File: config.mk
export PLATFORM = sky130hd
export DESIGN_NAME = gcd_controller
export DESIGN_NICKNAME = d
export VERILOG_FILES = /design/src/rtl/gcd_controller.sv
export SDC_FILE = /design/constraint.sdc
export NUM_CORES = 1
export LEC_CHECK = 0
export ABC_AREA = 1
export CAP_MARGIN = 20
export CORE_MARGIN = 2
export CORE_UTILIZATION = 45
export CTS_CLUSTER_DIAMETER = 50
export DETAILED_ROUTE_END_ITERATION = 7
export PLACE_DENSITY_LB_ADDON = 0.2
export SLEW_MARGIN = 25
export SYNTH_ARGS = -nofsm -noshare
export SYNTH_HDL_FRONTEND = slang
export SYNTH_SLANG_ARGS = --single-unit
export TNS_END_PERCENT = 30
File: constraint.sdc
create_clock -name clk -period 2.6 [get_ports clk]
set_input_delay 0.39 -clock clk [delete_from_list [all_inputs] [get_ports clk]]
set_output_delay 0.39 -clock clk [all_outputs]
set_load 0.05 [all_outputs]
File: src/rtl/gcd_controller.sv
// gcd_controller: control FSM for a subtract-based GCD datapath.
// It loads operands A and B from data_in over an op_valid/op_ready handshake.
// It then issues one subtraction per clock, steered by the lt/gt/eq comparator.
// It flags err if the run needs more than MAX_ITER-1 subtractions.
// Optional feature macro: GCD_ITER_COUNT_EN adds the iter_count output.
//
// state  | meaning
// -------+-----------------------------------------------------------
// IDLE   | waiting for start
// LOAD_A | accepting operand A from data_in (op_ready=1)
// LOAD_B | accepting operand B from data_in (op_ready=1)
// CALC   | one subtraction per clock until A==B or the bound is hit
// DONE   | result valid on datapath A; held until start
// ERR    | iteration bound exceeded; held until start
module gcd_controller #(
  parameter int MAX_ITER = 1024,
  parameter int ITER_W   = 11
) (
  input  logic              clk,
  input  logic              rst_n,
  input  logic              start,
  input  logic              op_valid,
  output logic              op_ready,
  input  logic              lt,
  input  logic              gt,
  input  logic              eq,
  output logic              sel1,
  output logic              sel2,
  output logic              sel_in,
  output logic              ldA,
  output logic              ldB,
  output logic              done,
  output logic              busy,
`ifdef GCD_ITER_COUNT_EN
  output logic [ITER_W-1:0] iter_count,
`endif
  output logic              err
);

  localparam logic [2:0] S_IDLE   = 3'd0;
  localparam logic [2:0] S_LOAD_A = 3'd1;
  localparam logic [2:0] S_LOAD_B = 3'd2;
  localparam logic [2:0] S_CALC   = 3'd3;
  localparam logic [2:0] S_DONE   = 3'd4;
  localparam logic [2:0] S_ERR    = 3'd5;

  // Counter value at which a further subtraction would exceed the bound.
  localparam logic [ITER_W-1:0] CNT_LAST = ITER_W'(MAX_ITER - 1);

  logic [2:0]        state_q, state_d;
  logic [ITER_W-1:0] cnt_q, cnt_d;
  logic              done_q, busy_q, err_q;

  // Next-state, counter and Mealy datapath-control decode.
  always_comb begin
    state_d  = state_q;
    cnt_d    = cnt_q;
    op_ready = 1'b0;
    sel1     = 1'b0;
    sel2     = 1'b0;
    sel_in   = 1'b0;
    ldA      = 1'b0;
    ldB      = 1'b0;
    case (state_q)
      S_IDLE: begin
        if (start) state_d = S_LOAD_A;
      end
      S_LOAD_A: begin
        op_ready = 1'b1;
        ldA      = op_valid;
        if (op_valid) state_d = S_LOAD_B;
      end
      S_LOAD_B: begin
        op_ready = 1'b1;
        ldB      = op_valid;
        if (op_valid) begin
          cnt_d   = '0;
          state_d = S_CALC;
        end
      end
      S_CALC: begin
        // No comparator flag at all is treated like eq, so the FSM cannot hang.
        if (eq || !(gt || lt)) begin
          state_d = S_DONE;
        end else if (cnt_q == CNT_LAST) begin
          // The subtraction that would exceed the bound is suppressed.
          state_d = S_ERR;
        end else if (gt) begin
          sel1   = 1'b1;
          sel_in = 1'b1;
          ldA    = 1'b1;
          cnt_d  = cnt_q + ITER_W'(1);
        end else begin
          sel2   = 1'b1;
          sel_in = 1'b1;
          ldB    = 1'b1;
          cnt_d  = cnt_q + ITER_W'(1);
        end
      end
      S_DONE, S_ERR: begin
        if (start) state_d = S_LOAD_A;
      end
      default: state_d = S_IDLE;
    endcase
  end

  // The state register and the counter. Status flags are registered from
  // state_d so that done/busy/err come straight off flops and cannot glitch.
  always_ff @(posedge clk or negedge rst_n) begin
    if (!rst_n) begin
      state_q <= S_IDLE;
      cnt_q   <= '0;
      done_q  <= 1'b0;
      busy_q  <= 1'b0;
      err_q   <= 1'b0;
    end else begin
      state_q <= state_d;
      cnt_q   <= cnt_d;
      done_q  <= (state_d == S_DONE);
      busy_q  <= (state_d == S_LOAD_A) || (state_d == S_LOAD_B) || (state_d == S_CALC);
      err_q   <= (state_d == S_ERR);
    end
  end

  assign done = done_q;
  assign busy = busy_q;
  assign err  = err_q;

`ifdef GCD_ITER_COUNT_EN
  // The counter clears on the LOAD_B accept and is frozen in DONE/ERR.
  // It therefore already holds the subtraction count of the last run.
  assign iter_count = cnt_q;
`endif

endmodule

## Yosys cells after proc, flatten, opt, wreduce, memory -nomap -nowiden

Cells that the tools add are included.
W data, S select, Z words.

| operators by class | value |
|---|---|
| add/subtract/negate cells | 1 |
| eq/ne operators | 14 |
| muxes and demuxes | 24 |
| reductions and logical operators | 10 |

Operators by type and width:

| cell | count |
|---|---|
| $mux W11 | 3 |
| $pmux W11 S2 | 1 |
| $mux W3 | 5 |
| $eq A3 B2 Y1 const B | 4 |
| $eq A3 B3 Y1 const B | 4 |
| $mux W1 | 12 |
| $pmux W3 S4 | 1 |
| $add A11 B1 Y11 const B | 1 |
| $eq A11 B10 Y1 const B | 1 |
| $eq A3 B1 Y1 const B | 2 |
| $ne A2 B2 Y1 const B | 3 |
| $logic_or A1 B1 Y1 | 4 |
| $pmux W1 S2 | 2 |
| $reduce_and A4 Y1 | 1 |
| $logic_not A3 Y1 | 1 |
| $reduce_or A3 Y1 | 1 |
| $reduce_bool A2 Y1 | 1 |
| $reduce_or A2 Y1 | 1 |
| $logic_not A1 Y1 | 1 |

| word-level totals | value |
|---|---|
| register bits | 17 |
| input bits | 7 |
| output and inout port bits | 9 |
| word-level logic and storage cells | 54 |

## Logic depth before layout (Yosys ltp)

Gate-level depths: netlist of the first run.

| logic depth | value |
|---|---|
| depth after elaboration | 8 |
| gate-level depth with buffers | 10 |
| mapped depth without buffers | 9 |

## Least setup slack after synthesis of the first run

OpenSTA, ideal clock, no wires.

| timing | value |
|---|---|
| kind | register to output |
| start point | register cnt_q[0] |
| end point | output ldA |
| data arrival time | 2.104 ns |
| required time | 2.210 ns |
| slack | 0.106 ns |
| cell stages (with the launch flop) | 7 |
| path buffers | 0 |
| cell sequence | dfrtp_1 -> ha_1 -> nand2_1 -> nor2_4 -> nand3_4 -> nand2_2 -> o21ai_0 |

| on the way | value |
|---|---|
| cells in the longest elaborated chain, start to end | 4 |

Ends and longest elaborated chain:

| element | line | source |
|---|---|---|
| start, declared | 51 | `logic [ITER_W-1:0] cnt_q, cnt_d;` |
| start signal, assigned | 118 | `cnt_q <= cnt_d;` |
| $eq A11 B10 Y1 | 85 | `end else if (cnt_q == CNT_LAST) begin` |
| $mux W1 | 85 |  |
| $mux W1 | 83 | `if (eq \|\| !(gt \|\| lt)) begin` |
| $pmux W1 S2 | 64 | `case (state_q)` |
| end, declared | 30 | `output logic ldA,` |

No other way between the ends.

## Final worst setup path of the first run

| timing | value |
|---|---|
| start point | register state_q[2] |
| end point | output op_ready |

| on the way | value |
|---|---|
| cells in the longest elaborated chain, start to end | 3 |
| elaborated cells on any way between the ends | 4 |
| classes of those cells | 2 x eq/ne; 1 x mux; 1 x reduce/logical |

Ends and longest elaborated chain:

| element | line | source |
|---|---|---|
| start, declared | 50 | `logic [2:0] state_q, state_d;` |
| start signal, assigned | 117 | `state_q <= state_d;` |
| $eq A3 B2 Y1 or $eq A3 B1 Y1 (tied branches) | 64 |  |
| $reduce_or A2 Y1 (no line) (*) | n/a |  |
| $mux W1 (*) | 64 |  |
| end, declared | 23 | `output logic op_ready,` |

Mark *: on every way between the ends. The rest lies on a longest branch, timed or not.

==> results of run 1 <==
flip-flops by register name, summed over array words and instances, names as in the netlist:
register	flops
cnt_q	11
err	1
busy	1
state_q	3
done	1
power breakdown:
part	total [uW]	internal, uW	switching, uW
registers	343	313	30.2
logic	609	201	408
clock network	138	59.5	78.5
total	1090	573	517
how the worst max path moves through the flow:
stage                           to  cells past startpoint  startpoint  slack, ns
final                     op_ready                      5  state_q[2]       0.22
after global routing      op_ready                      5  state_q[2]        0.1
after CTS                 op_ready                      5  state_q[2]       0.21
after detailed placement       ldA                      8          gt       0.37
after global placement         ldB                      8          gt       0.44
after floorplan                ldA                      6    cnt_q[0]       0.11
cells in the mapped netlist:
cell type / count / share of area, %
ha_1: 1 / 1.2
a21oi_2: 1 / 0.81
xnor2_1: 1 / 0.81
inv_1: 16 / 5.5
nor2_2: 1 / 0.58
o21ai_0: 2 / 0.92
nand4_1: 2 / 1.2
nor3_1: 1 / 0.46
buf_2: 1 / 0.46
nor3b_1: 2 / 1.4
a21o_1: 1 / 0.69
buf_6: 1 / 1.0
nand2_1: 66 / 23
a21oi_1: 1 / 0.46
nand2_2: 4 / 2.3
dfrtp_1: 17 / 39
nand3_1: 9 / 4.1
nor3_2: 1 / 0.92
inv_2: 3 / 1.0
o21ai_2: 1 / 0.81
nor2_4: 2 / 2.1
nand3_4: 1 / 1.6
or2_2: 2 / 1.2
nor2_1: 25 / 8.6
metal layers:
metal / vias up / wire [um] / track usage [%]
met5: - / 0 / 0
met4: 0 / 17 / 7.69
met3: 2 / 59 / 1.69
met2: 13 / 1160 / 35.6
met1: 443 / 1040 / 23.7
li1: 529 / - / -
worst register-to-register path, cell delays in order, from the launching register on:
cell and delay (ns):
dfrtp_1 0.42, ha_1 0.28, nand2_1 0.15, nor2_4 0.07
nand3_4 0.09, nand2_2 0.07, a21oi_2 0.38, nand2_1 0.10
nand2_1 0.08
per-stage QoR:
stage | hold slack, ns | power [uW] | setup slack (ns)
2_1_floorplan | 0.0944 | 774 | 0.106
3_3_place_gp | 0.507 | 949 | 0.438
3_5_place_dp | 0.514 | 963 | 0.372
4_1_cts | 0.536 | 1100 | 0.212
5_1_grt | 0.577 | 1170 | 0.0988
6_report | 0.533 | 1090 | 0.220
logic make-up (layout without fill, tap and decap cells):
logic type	count (synthesis)	after routing	synth area share, %
AND/OR/NAND/NOR	116	116	47.2
buffers and inverters	21	38	8.05
adder cells (fa/ha/maj)	1	1	1.15
AO/OA/AOI/OAI	6	6	3.68
flip-flops	17	17	39.1
XOR/XNOR	1	1	0.806
area by class of cell:
cell class,instances,area share [%]
tap,28,2.63
clock buffer,4,1.97
inverter,19,5.35
timing repair buffer,15,15.0
sequential,17,31.9
multi-input combinational,124,43.1
==> summary.txt, run 1 <==
Final layout
  – Util after Layout: 59.1%
  – Most common cell after layout, fill and taps aside: nand2_1
  – # diodes: 0
  – Final non-filler cell total: 207
  – Share of layout cells above drive strength 1: roughly 13%
  – Leading cell types in the layout, fill and taps excluded: nand2_1, nor2_1, dfrtp_1, inv_1, clkdlybuf4s50_1
  – Reg area: 425 sq um
  – Area growth from synthesis to layout: 22.6%
  – NumNets Final: 188
  – Fillers: 215
  – Area of the multi-input gates: 574 sq um
  – Fin area: about 0.0013 sq mm

Job
  – Maxcap violations: 0

Critical path
  – Worst R2R Setup Slack: 0.90 ns
  – Worst path bufs/invs: 2
  – R2R cell count: 8
  – Slowest CP cell: clkdlybuf4s50_1
  – Worst EP required: 2.21 ns
  – R2r startpoint: cnt_q[0]
  – CP cell instances: inv_2, nand2_1, nor2_1, or2_2, clkdlybuf4s50_1
  – Critical path peak fanout: 4
  – CP Launch Type: register
  – Critical path class: reg2out
  – Crit end category: output pin
  – Worst R2R End: cnt_q[7]
  – Worst EP arrival: 1.99 ns
  – Slowest cell delay on critical path: 0.78 ns
  – Top delay family on crit path: buffers and inverters

Route
  – First DRT Iteration DRCs: 25
  – DRC: 0
  – Post-DR wirelength/cell: 11.0 um
  – 1st-pass router iterations: 4
  – Vias/cell: 4.77
  – Via count: between 900 and 1000
  – DRT Wirelength: approximately 2300 um
  – DRT antenna net count: 0

Timing
  – Setup TNS: 0 ns
  – Final period util: 91.6%
  – Worst Tran Pin Value: 0.776 ns
  – Final Max Slew Viols: 0
  – Final hold vios: 0
  – Skew final: 0.00170 ns
  – Final setup viols: 0
  – F_max: 420 MHz
  – Rel. slew slack: about 48%
  – Tmin final: between 2 and 2.5 ns
  – Unrepaired setup endpoints after global routing: no

Power
  – Power per Cell Area: about 820 mW/mm^2
  – Max VDD drop: between 0.7 and 0.8 mV
  – Pleak: 0.000655 uW

Floorplanning
  – Initial core utilization: 48.2%
  – Die Wd: approximately 53 um
  – Row count: 17
  – Die Ht: 53.2 um
  – Die ar.: 0.00283 sq mm
  – I/O pin count: 16
  – Core area: 0.00225 sq mm

Clock network
  – CTS tree: yes
  – H-tree levels: 1
  – Clock root cell: clkbuf_4
  – Clock buffer depth: 2
  – Clock slew at the register clock pins of the worst setup and hold paths: 0.09 ns
  – Skew-Pair Late Insertion Delay: 0.28 ns
  – Cts hold-fix bufs: 0
  – CTS buffer count: 3
  – Post-CTS setup buffers: 0
  – Total clock sinks: 17
  – Cts repair resizes: 0

Synth
  – Library cells used by synthesis: 24
  – Mapped Area: 0.00109 sq mm
  – Mapped Cells: approximately 160
  – Seq cells post-synth: 17
  – Synthesized net count: 170
  – Yosys warns: 0
  – Syn Area/Cell: ~6.7 sq um
  – Seq/Total Area, Yosys: slightly below 40%

Placed design
  – Number of port buffers: 15
  – Placed Area: approximately 0.0013 sq mm
  – Detailed placement HPWL: 1750 um
  – Cells after DPL: 203
  – GPL Wtd Cong: between 0.7 and 0.8

Status
  – Run status: complete, no violations

Hold path
  – Hold Path Depth: 2
  – HP Start: cnt_q[1]
  – Hold Crit Class: reg2reg
  – Hold Path End: cnt_q[1]

Global routing
  – Global-route wire length before repair: 3990 um
  – Vias in the first global route: 951
  – GRT Residual Overflow: 0
  – Initial antenna violation count: 0
  – Largest net degree at the start of global routing: 18
  – Tot GR Track Use: 19.6%
Power figures use the tool's default switching activity.
==> inputs of run 2 (changes only) <==
==> constraint.sdc (replaced) <==
create_clock -name clk -period 2.8 [get_ports clk]
set_input_delay 0.42 -clock clk [delete_from_list [all_inputs] [get_ports clk]]
set_output_delay 0.42 -clock clk [all_outputs]
set_load 0.05 [all_outputs]
==> run 2 against run 1 <==
Worst hold slack better by 0.0082 ns. Critical path depth unchanged. Critical endpoint unchanged. Design area down 1.9%. First-iteration DRC count down 20%. Global-route usage about the same.
==> summary.txt, run 2 (synthesized netlist as in run 1, its figures left out) <==
Clock network
  – CTS buffer count: 3
  – H-tree levels: 1
  – Clock root cell: clkbuf_4
  – Clock buffer depth: 2
  – Cts repair resizes: 0
  – Post-CTS setup buffers: 0
  – CTS tree: yes
  – Skew-Pair Late Insertion Delay: 0.29 ns
  – Cts hold-fix bufs: 0
  – Clock slew at the register clock pins of the worst setup and hold paths: 0.09 ns
  – Total clock sinks: 17

Final layout
  – Fillers: around 230
  – Share of layout cells above drive strength 1: 13.4%
  – Most common cell after layout, fill and taps aside: nand2_1
  – Largest reg by FF count: cnt_q
  – Number of flip-flops in the largest register: 11
  – Leading cell types in the layout, fill and taps excluded: nand2_1, nor2_1, dfrtp_1, inv_1, clkdlybuf4s50_1
  – NumNets Final: 188
  – Biggest regs: cnt_q: 11 flops, state_q: 3 flops
  – Final non-filler cell total: 207
  – Area growth from synthesis to layout: 20.3%
  – # diodes: 0

Route
  – DRT antenna net count: 0
  – First DRT Iteration DRCs: 20
  – Vias/cell: 4.82
  – DRC: 0
  – Via count: around 1000
  – Post-DR wirelength/cell: approximately 11 um
  – DRT Wirelength: 2230 um
  – 1st-pass router iterations: 5

Power
  – Max VDD drop: 0.708 mV
  – Switching share of power: 47.6%
  – Gate power share: 55.4%
  – Pleak: around 0.00065 uW
  – Clock power frac: 12.7%
  – Power per Cell Area: 768 mW/mm^2
  – Int Power: 526 uW
  – Sequential power share: 32.0%
  – P_sw: 478 uW

Critical path
  – R2R cell count: 8
  – Worst EP arrival: 1.99 ns
  – Worst setup path startpoint: state_q[2]
  – Setup crit end: op_ready
  – R2r startpoint: cnt_q[0]
  – Crit end category: output pin
  – CP Launch Type: register
  – Critical path peak fanout: 4
  – Worst R2R End: cnt_q[10]
  – Worst EP required: around 2.4 ns
  – Critical path class: reg2out
  – Worst R2R Setup Slack: ~1.1 ns

Floorplanning
  – Die ar.: 0.00283 sq mm
  – I/O pin count: 16
  – Die Wd: 53.2 um
  – Die Ht: 53.2 um
  – Row count: 17
  – Core area: 0.00225 sq mm
  – Initial core utilization: 48.2%

Timing
  – Final hold vios: 0
  – Final period util: 86.2%
  – PnR worst setup slack: between 0.3 and 0.4 ns
  – Tmin final: 2.41 ns
  – Worst Tran Pin Value: 0.744 ns
  – F_max: 414 MHz
  – Final setup viols: 0
  – Skew final: approximately 0.0037 ns
  – Setup TNS: 0 ns
  – Final Max Slew Viols: 0
  – Unrepaired setup endpoints after global routing: no
  – Rel. slew slack: 50.2%

Global routing
  – Global-route wire length before repair: 4070 um
  – GRT Residual Overflow: 0
  – Tot GR Track Use: between 10% and 20%
  – Initial antenna violation count: 0
  – Vias in the first global route: 990
  – Largest net degree at the start of global routing: 18

Hold path
  – Hold Crit Class: reg2reg

Job
  – Maxcap violations: 0

Placed design
  – Detailed placement HPWL: about 1700 um
  – Cells after DPL: 203
  – GPL Wtd Cong: 0.778
  – Number of port buffers: 15
  – Dpl ws: around 0.5 ns

Status
  – Run status: complete, no violations
-- run 2: changes by cell type in the layout (fill, tap and decap cells not counted) --
cell	change
buf_12	-2
buf_4	+2
-- run 2: how the worst min path moves through the flow --
stage / startpoint / end / slack (ns) / depth (start not counted)
3_3_place_gp: cnt_q[1] / cnt_q[1] / 0.51 / 2
2_1_floorplan: rst_n / busy / 0.12 / 0
4_1_cts: cnt_q[1] / cnt_q[1] / 0.55 / 2
3_5_place_dp: cnt_q[1] / cnt_q[1] / 0.52 / 2
6_report: cnt_q[1] / cnt_q[1] / 0.54 / 2
5_1_grt: cnt_q[1] / cnt_q[1] / 0.57 / 2
-- run 2: layout make-up --
class | instances | area, sq um | area share, %
clock buffers | 4 | 26.3 | 2.01
inverters | 19 | 71.3 | 5.45
multi-input cells | 124 | 574 | 43.9
flip-flops and latches | 17 | 425 | 32.5
well taps | 28 | 35.0 | 2.68
repair buffers | 15 | 175 | 13.4
-- run 2: metal layers --
| metal | up-vias | global-route usage [%] | part of all wire, % |
|---|---|---|---|
| li1 | 529 | - | - |
| met1 | 435 | 25.2 | 46 |
| met2 | 30 | 32.7 | 48 |
| met3 | 4 | 1.98 | 4.5 |
| met4 | 0 | 9.40 | 1.2 |
| met5 | - | 0 | 0 |
-- run 2: stage by stage --
stage / hold WS, ns / area [sq um] / power, uW / utilization [%]
final: 0.541 / 1310 / 1000 / 58.0
after global routing: 0.574 / 1310 / 1080 / 58.0
after CTS: 0.548 / 1310 / 1020 / 58.0
after detailed placement: 0.523 / 1280 / 884 / 56.8
after global placement: 0.508 / 1280 / 875 / 56.8
after floorplan: 0.124 / 1090 / 719 / -
-- run 2: critical path: stages, from the launching register on --
cell and delay [ns]:
dfrtp_1 0.41, inv_2 0.06, nand2_1 0.08, nor2_1 0.22, or2_2 0.15, clkdlybuf4s50_1 0.79
-- run 2: power by group through the flow --
| stage | Clock [uW] | Combinational (uW) | Sequential [uW] |
|---|---|---|---|
| after floorplan | 0 | 344 | 375 |
| after global placement | 0 | 552 | 324 |
| after detailed placement | 0 | 558 | 327 |
| after CTS | 135 | 559 | 322 |
| after global routing | 143 | 609 | 326 |
| final | 127 | 556 | 321 |
